`src/rtl/riscv_pkg.sv`:
```
// Shared RV32I types: ALU ops, opcodes, decode bundle and the ID/EX register.
package riscv_pkg;

    localparam int unsigned XLEN_P = 32;

    typedef enum logic [3:0] {
        ALU_ADD   = 4'd0,
        ALU_SUB   = 4'd1,
        ALU_SLL   = 4'd2,
        ALU_SLT   = 4'd3,
        ALU_SLTU  = 4'd4,
        ALU_XOR   = 4'd5,
        ALU_SRL   = 4'd6,
        ALU_SRA   = 4'd7,
        ALU_OR    = 4'd8,
        ALU_AND   = 4'd9,
        ALU_PASSB = 4'd10
    } alu_op_e;

    typedef enum logic [6:0] {
        OPC_LUI    = 7'h37,
        OPC_AUIPC  = 7'h17,
        OPC_JAL    = 7'h6f,
        OPC_JALR   = 7'h67,
        OPC_BRANCH = 7'h63,
        OPC_LOAD   = 7'h03,
        OPC_STORE  = 7'h23,
        OPC_OP_IMM = 7'h13,
        OPC_OP     = 7'h33
    } opcode_e;

    typedef struct packed {
        logic [XLEN_P-1:0] imm;
        alu_op_e           alu_op;
        logic              alu_src;
        logic              mem_read;
        logic              mem_write;
        logic              reg_wr;
        logic              mem_to_reg;
        logic              branch;
        logic              jump;
        logic              illegal;
        logic              use_rs1;
        logic              use_rs2;
    } dec_t;

    typedef struct packed {
        logic              valid;
        logic [XLEN_P-1:0] pc;
        logic [XLEN_P-1:0] rs1_val;
        logic [XLEN_P-1:0] rs2_val;
        logic [XLEN_P-1:0] imm;
        logic [4:0]        rs1;
        logic [4:0]        rs2;
        logic [4:0]        rd;
        alu_op_e           alu_op;
        logic              alu_src;
        logic              mem_read;
        logic              mem_write;
        logic              reg_wr;
        logic              mem_to_reg;
        logic              branch;
        logic              jump;
        logic              illegal;
    } id_ex_t;

    function automatic alu_op_e f3_alu(input logic [2:0] f3, input logic alt);
        alu_op_e op;
        unique case (f3)
            3'd0:    op = alt ? ALU_SUB : ALU_ADD;
            3'd1:    op = ALU_SLL;
            3'd2:    op = ALU_SLT;
            3'd3:    op = ALU_SLTU;
            3'd4:    op = ALU_XOR;
            3'd5:    op = alt ? ALU_SRA : ALU_SRL;
            3'd6:    op = ALU_OR;
            default: op = ALU_AND;
        endcase
        return op;
    endfunction

endpackage

```
`src/rtl/id_stage_decoder.sv`:
```
// Combinational RV32I decoder: instruction word to control, immediate, illegal.
module decoder
    import riscv_pkg::*;
(
    input  logic [31:0] instr_i,
    output dec_t        dec_o
);

    logic [6:0]  opc;
    logic [2:0]  f3;
    logic [6:0]  f7;
    logic        legal;
    logic [31:0] imm_i, imm_s, imm_b, imm_u, imm_j;

    assign opc = instr_i[6:0];
    assign f3  = instr_i[14:12];
    assign f7  = instr_i[31:25];

    assign imm_i = {{20{instr_i[31]}}, instr_i[31:20]};
    assign imm_s = {{20{instr_i[31]}}, instr_i[31:25], instr_i[11:7]};
    assign imm_b = {{19{instr_i[31]}}, instr_i[31], instr_i[7],
                    instr_i[30:25], instr_i[11:8], 1'b0};
    assign imm_u = {instr_i[31:12], 12'b0};
    assign imm_j = {{11{instr_i[31]}}, instr_i[31], instr_i[19:12],
                    instr_i[20], instr_i[30:21], 1'b0};

    always_comb begin
        dec_o        = '0;
        dec_o.alu_op = ALU_ADD;
        legal        = 1'b1;
        case (opc)
            OPC_LUI: begin
                dec_o.imm     = imm_u;
                dec_o.alu_op  = ALU_PASSB;
                dec_o.alu_src = 1'b1;
                dec_o.reg_wr  = 1'b1;
            end
            OPC_AUIPC: begin
                dec_o.imm     = imm_u;
                dec_o.alu_src = 1'b1;
                dec_o.reg_wr  = 1'b1;
            end
            OPC_JAL: begin
                dec_o.imm     = imm_j;
                dec_o.alu_src = 1'b1;
                dec_o.reg_wr  = 1'b1;
                dec_o.jump    = 1'b1;
            end
            OPC_JALR: begin
                dec_o.imm     = imm_i;
                dec_o.alu_src = 1'b1;
                dec_o.reg_wr  = 1'b1;
                dec_o.jump    = 1'b1;
                dec_o.use_rs1 = 1'b1;
                legal         = (f3 == 3'd0);
            end
            OPC_BRANCH: begin
                dec_o.imm     = imm_b;
                dec_o.alu_op  = ALU_SUB;
                dec_o.branch  = 1'b1;
                dec_o.use_rs1 = 1'b1;
                dec_o.use_rs2 = 1'b1;
                legal         = (f3[2:1] != 2'b01);
            end
            OPC_LOAD: begin
                dec_o.imm        = imm_i;
                dec_o.alu_src    = 1'b1;
                dec_o.mem_read   = 1'b1;
                dec_o.mem_to_reg = 1'b1;
                dec_o.reg_wr     = 1'b1;
                dec_o.use_rs1    = 1'b1;
                legal            = (f3 != 3'd3) && (f3 < 3'd6);
            end
            OPC_STORE: begin
                dec_o.imm       = imm_s;
                dec_o.alu_src   = 1'b1;
                dec_o.mem_write = 1'b1;
                dec_o.use_rs1   = 1'b1;
                dec_o.use_rs2   = 1'b1;
                legal           = (f3 < 3'd3);
            end
            OPC_OP_IMM: begin
                dec_o.imm     = imm_i;
                dec_o.alu_src = 1'b1;
                dec_o.reg_wr  = 1'b1;
                dec_o.use_rs1 = 1'b1;
                // Only the shift-right form reads bit 30 as an op modifier.
                dec_o.alu_op  = f3_alu(f3, (f3 == 3'd5) && f7[5]);
                if (f3 == 3'd1) begin
                    legal = (f7 == 7'h00);
                end else if (f3 == 3'd5) begin
                    legal = (f7 == 7'h00) || (f7 == 7'h20);
                end
            end
            OPC_OP: begin
                dec_o.reg_wr  = 1'b1;
                dec_o.use_rs1 = 1'b1;
                dec_o.use_rs2 = 1'b1;
                dec_o.alu_op  = f3_alu(f3, f7[5]);
                legal = (f7 == 7'h00) ||
                        ((f7 == 7'h20) && ((f3 == 3'd0) || (f3 == 3'd5)));
            end
            default: legal = 1'b0;
        endcase
        if (!legal) begin
            dec_o.imm        = '0;
            dec_o.alu_op     = ALU_ADD;
            dec_o.alu_src    = 1'b0;
            dec_o.mem_read   = 1'b0;
            dec_o.mem_write  = 1'b0;
            dec_o.reg_wr     = 1'b0;
            dec_o.mem_to_reg = 1'b0;
            dec_o.branch     = 1'b0;
            dec_o.jump       = 1'b0;
            dec_o.illegal    = 1'b1;
        end
        if (instr_i[11:7] == 5'd0) begin
            dec_o.reg_wr = 1'b0;
        end
    end

endmodule

```
`src/rtl/id_stage.sv`:
```
// RV32I decode stage: WB bypass, load-use bubbles, stall/flush and the ID/EX register.
module id_stage
    import riscv_pkg::*;
#(
    parameter int unsigned XLEN = 32,
    parameter int unsigned NREG = 32,
    localparam int unsigned RegAw = $clog2(NREG)
) (
    input  logic             clk,
    input  logic             reset,
    input  logic             if_valid,
    input  logic [31:0]      if_instr,
    input  logic [XLEN-1:0]  if_pc,
    output logic             id_ready,
    output logic [RegAw-1:0] ra,
    output logic [RegAw-1:0] rb,
    input  logic [XLEN-1:0]  rda,
    input  logic [XLEN-1:0]  rdb,
    input  logic [RegAw-1:0] wb_wa,
    input  logic [XLEN-1:0]  wb_wda,
    input  logic             wb_reg_wr,
    input  logic             ex_stall,
    input  logic             flush,
    output logic             ex_valid,
    output logic [XLEN-1:0]  ex_pc,
    output logic [XLEN-1:0]  ex_rs1_val,
    output logic [XLEN-1:0]  ex_rs2_val,
    output logic [XLEN-1:0]  ex_imm,
    output logic [4:0]       ex_rs1,
    output logic [4:0]       ex_rs2,
    output logic [4:0]       ex_rd,
    output logic [3:0]       ex_alu_op,
    output logic             ex_alu_src,
    output logic             ex_mem_read,
    output logic             ex_mem_write,
    output logic             ex_reg_wr,
    output logic             ex_mem_to_reg,
    output logic             ex_branch,
    output logic             ex_jump,
    output logic             ex_illegal
);

    dec_t            dec;
    id_ex_t          id_ex_d, id_ex_q;
    logic [4:0]      rs1, rs2;
    logic [XLEN-1:0] rs1_val, rs2_val;
    logic            load_use;

    decoder u_decoder (
        .instr_i (if_instr),
        .dec_o   (dec)
    );

    assign rs1 = if_instr[19:15];
    assign rs2 = if_instr[24:20];
    assign ra  = rs1[RegAw-1:0];
    assign rb  = rs2[RegAw-1:0];

    // The register file does not forward its own same-cycle write.
    assign rs1_val = (wb_reg_wr && wb_wa != '0 && wb_wa == ra) ? wb_wda : rda;
    assign rs2_val = (wb_reg_wr && wb_wa != '0 && wb_wa == rb) ? wb_wda : rdb;

    assign load_use = if_valid && id_ex_q.valid && id_ex_q.mem_read &&
                      id_ex_q.rd != 5'd0 &&
                      ((dec.use_rs1 && rs1 == id_ex_q.rd) ||
                       (dec.use_rs2 && rs2 == id_ex_q.rd));

    assign id_ready = !reset && (flush || (!ex_stall && !load_use));

    always_comb begin
        id_ex_d = id_ex_q;
        if (flush) begin
            id_ex_d.valid = 1'b0;
        end else if (ex_stall) begin
            id_ex_d = id_ex_q;
        end else if (load_use) begin
            // Clearing mem_read retires the hazard so the consumer issues next edge.
            id_ex_d.valid    = 1'b0;
            id_ex_d.mem_read = 1'b0;
        end else begin
            id_ex_d.valid      = if_valid;
            id_ex_d.pc         = if_pc;
            id_ex_d.rs1_val    = rs1_val;
            id_ex_d.rs2_val    = rs2_val;
            id_ex_d.imm        = dec.imm;
            id_ex_d.rs1        = rs1;
            id_ex_d.rs2        = rs2;
            id_ex_d.rd         = if_instr[11:7];
            id_ex_d.alu_op     = dec.alu_op;
            id_ex_d.alu_src    = dec.alu_src;
            id_ex_d.mem_read   = dec.mem_read;
            id_ex_d.mem_write  = dec.mem_write;
            id_ex_d.reg_wr     = dec.reg_wr;
            id_ex_d.mem_to_reg = dec.mem_to_reg;
            id_ex_d.branch     = dec.branch;
            id_ex_d.jump       = dec.jump;
            id_ex_d.illegal    = dec.illegal;
        end
    end

    always_ff @(posedge clk) begin
        if (reset) begin
            id_ex_q <= '0;
        end else begin
            id_ex_q <= id_ex_d;
        end
    end

    assign ex_valid      = id_ex_q.valid;
    assign ex_pc         = id_ex_q.pc;
    assign ex_rs1_val    = id_ex_q.rs1_val;
    assign ex_rs2_val    = id_ex_q.rs2_val;
    assign ex_imm        = id_ex_q.imm;
    assign ex_rs1        = id_ex_q.rs1;
    assign ex_rs2        = id_ex_q.rs2;
    assign ex_rd         = id_ex_q.rd;
    assign ex_alu_op     = id_ex_q.alu_op;
    assign ex_alu_src    = id_ex_q.alu_src;
    assign ex_mem_read   = id_ex_q.mem_read;
    assign ex_mem_write  = id_ex_q.mem_write;
    assign ex_reg_wr     = id_ex_q.reg_wr;
    assign ex_mem_to_reg = id_ex_q.mem_to_reg;
    assign ex_branch     = id_ex_q.branch;
    assign ex_jump       = id_ex_q.jump;
    assign ex_illegal    = id_ex_q.illegal;

endmodule

```
`config.mk`:
```
export PLATFORM = sky130hd
export DESIGN_NAME = id_stage
export DESIGN_NICKNAME = d
export VERILOG_FILES = /design/src/rtl/riscv_pkg.sv /design/src/rtl/id_stage_decoder.sv /design/src/rtl/id_stage.sv
export SDC_FILE = /design/constraint.sdc
export NUM_CORES = 1
export LEC_CHECK = 0
export BUFFER_PORTS_ARGS = -buffer_cell sky130_fd_sc_hd__buf_2
export CORE_ASPECT_RATIO = 0.5
export CORE_MARGIN = 2
export CORE_UTILIZATION = 51
export DETAILED_ROUTE_END_ITERATION = 16
export PLACE_DENSITY_LB_ADDON = 0.1
export SYNTH_ARGS = -nofsm -noshare
export SYNTH_HDL_FRONTEND = slang
export SYNTH_HIERARCHICAL = 1
export SYNTH_SLANG_ARGS = --single-unit
```
`constraint.sdc`:
```
create_clock -name clk -period 2.3 [get_ports clk]
set_input_delay 0.115 -clock clk [delete_from_list [all_inputs] [get_ports clk]]
set_output_delay 0.115 -clock clk [all_outputs]
set_load 0.03 [all_outputs]
```
==> impl_metrics.env <==
export IMPL_crit_type="flop to output pin"
export IMPL_h_tree_depth=4
export IMPL_grt_overflow=0
export IMPL_worstRegToRegCells=8
export IMPL_syn_area_um2=9340
export IMPL_tightest_slew_ns=0.779
export IMPL_vias=8899
export IMPL_dieArea_um2=19500
export IMPL_power_per_cell_area_nw_per_um2=585
export IMPL_async_flop_share=0
export IMPL_clockBufferDepth=2
export IMPL_instances_no_fill=1637
export IMPL_clk_latency_ns=0.43
export IMPL_avgSynthCellArea_um2=8.97
export IMPL_port_buffers=337
export IMPL_hold_path_class="primary input to flop"
export IMPL_drc=0
export IMPL_startpoint_type="flop"
export IMPL_yosysTopAreaCellShare=0.334
export IMPL_crit_start="ex_rd[0]"
export IMPL_wl_met1_mm=12.9
export IMPL_fmax_mhz=445
export IMPL_yosysUniqueCellTypes=63
export IMPL_synth_edf_count=0
export IMPL_routed_wl_mm=29.7
export IMPL_gp_congestion=0.919
export IMPL_max_slew_margin=0.475
export IMPL_final_hold_viol_count=0
export IMPL_cts_sinks=156
export IMPL_root_buffer="clkbuf_16"
export IMPL_fin_hold_ws_ns=0.0678
export IMPL_arrival_ns=2.13
export IMPL_drtIter0Drc=565
export IMPL_initial_core_util=0.529
export IMPL_ioPinCount=338
export IMPL_grt_pass1_vias=8699
export IMPL_power_mw=7.27
export IMPL_layout_area_overhead_vs_synth_pct=33.0
export IMPL_n_antenna_cell=0
export IMPL_yosysTopAreaCell="dfxtp_1"
export IMPL_cts_buffers_inserted=17
export IMPL_cp_end_kind="output pin"
export IMPL_irDropWorstVdd_mv=0.496
export IMPL_layout_drive_gt1_share=0.371
export IMPL_status="completed"
export IMPL_wl_met3_mm=1.97
export IMPL_ys_seq_area_frac=0.334
export IMPL_grt_use_total=0.297
export IMPL_setup_violations=0
export IMPL_hp_start="if_instr[26]"
export IMPL_finalCriticalPeriod_ns=2.25
export IMPL_die_w_um=195
export IMPL_clk_pin_slew_ns=0.07
export IMPL_critPathMaxFanout=5
export IMPL_via_per_inst=5.44
export IMPL_place_hpwl_mm=20.6
export IMPL_final_nets=1561
export IMPL_rows=34
export IMPL_antenna_left=0
export IMPL_leakagePower_nw=5.48
export IMPL_drv_cap=0
export IMPL_wl_per_cell_um=18.2
export IMPL_final_util=0.704
export IMPL_syn_nets=1213
export IMPL_slew_violations=0
export IMPL_synthTopCellsByArea="dfxtp_1 33%, nand2b_1 12%, mux2i_1 9.6%"
export IMPL_synth_ff_type="dfxtp_1"
export IMPL_drt_first_pass_iters=5
export IMPL_grt_start_max_net_pins=110
export IMPL_fin_crit_sh=0.976
export IMPL_rsz0062_at_grt="true"
export IMPL_dr_max_layer_used="met5"
export IMPL_cts_tree="yes"
export IMPL_critical_path_required_ns=2.18
export IMPL_wl_met2_mm=14.1
export IMPL_min_path_cells=5
export IMPL_finalClockSkew_ns=0.0122
export IMPL_antenna_found_initial=2
export IMPL_reg2reg_from="ex_rd[0]"
export IMPL_dp_cells=1556
export IMPL_coreArea_um2=17700
export IMPL_synth_seq_cells=156
export IMPL_die_height_um=99.7
export IMPL_syn_inst=1042
export IMPL_synth_warnings=6
export IMPL_grt_first_pass_wirelength_mm=45.9
## layer usage
layer | vias to the layer above | global-route usage
li1 | 4255 | -
met1 | 4200 | 0.385
met2 | 372 | 0.495
met3 | 68 | 0.0583
met4 | 4 | 0.116
met5 | - | 0
## path summary, 6_finish.rpt
check,end,slack [ns]
min,ex_imm[6],0.07
max reg2reg,ex_rs1_val[6],0.07
max,id_ready,0.05
min reg2reg,ex_imm[15],0.47
## worst max-delay path, stage by stage, from the launching register on
cell and delay [ns]:
dfxtp_4 0.38, or4_4 0.58, o2111ai_4 0.28, o21bai_1 0.12, a21oi_1 0.16, buf_4 0.18
## through the flow
stage	setup slack, ns	setup TNS (ns)	cell area (um^2)
floorplan	0.150	0	9340
global placement	0.0672	0	11100
detailed placement	0.0401	0	11100
CTS	0.0197	0	12200
global route	-0.0133	-0.0133	12400
finish	0.0541	0	12400
## logic make-up (layout without fill, tap and decap cells)
| kind of cell | count (synthesis) | in the layout | synth area share |
|---|---|---|---|
| xor gates and xnor gates | 20 | 20 | 0.0187 |
| AOI/OAI and AO/OA | 196 | 196 | 0.122 |
| DFF | 156 | 156 | 0.334 |
| buffers and inverters | 107 | 468 | 0.0731 |
| and+or+nand+nor | 408 | 408 | 0.253 |
| muxes | 155 | 155 | 0.199 |
## repair_timing
item / CTS / global route
pin swaps: 2 / 7
gates cloned: 0 / 6
setup buffers: 1 / 2
gates resized for setup: 5 / 19
endpoints found under the hold margin: 38 / 0
endpoints found under the setup margin: 1 / 51
hold buffers: 40 / 0
## area by class of cell
| cell class | count | area (um^2) |
|---|---|---|
| clock buffer | 17 | 425 |
| clock inverter | 15 | 168 |
| fill | 1439 | 5230 |
| inverter | 3 | 11.3 |
| multi-input combinational | 779 | 5640 |
| sequential | 156 | 3130 |
| tap | 234 | 293 |
| timing repair buffer | 433 | 2760 |
## report_power, final
part	total, mW	leakage, nW	internal [mW]	switching, mW
Clock	2.90	0.294	1.56	1.34
Combinational	1.50	3.91	0.641	0.855
Sequential	2.87	1.27	2.80	0.0641
Total	7.27	5.48	5.00	2.26
## placed cells by master (no fill, tap or decap), drive strengths merged, types with 2 or more instances in the layout
cell type and instances:
o21ai 72, nand4 2, nor3 7, dlygate4sd3 40
nand3b 2, nand3 66, nor2b 71, a2111oi 2
nor4 3, a31oi 10, xor2 8, dfxtp 156
and4 2, nor2 32, clkbuf 22, or4 2
clkinv 2, nand2 24, o211ai 4, mux2 64
or2 6, a211oi 3, inv 15, and3 2
buf 388, nand2b 184, mux2i 91, a22oi 4
a21oi 86, xnor2 12, a32oi 2, o211a 2
## cell usage after synthesis (all sizes together), types with 2 or more instances
library cell / count
a32oi: 2
nand3b: 2
o21ai: 72
dfxtp: 156
buf: 50
or2: 6
nor4: 3
clkbuf: 54
and3: 2
nand4: 2
nand2: 24
o211ai: 4
a21oi: 86
nand3: 66
nor2: 32
nor3: 7
a31oi: 10
nand2b: 184
mux2: 64
a22oi: 4
xnor2: 12
nor2b: 71
o211a: 2
and4: 2
mux2i: 91
xor2: 8
inv: 3
a211oi: 3
a2111oi: 2
or4: 2
Power figures use the tool's default switching activity.
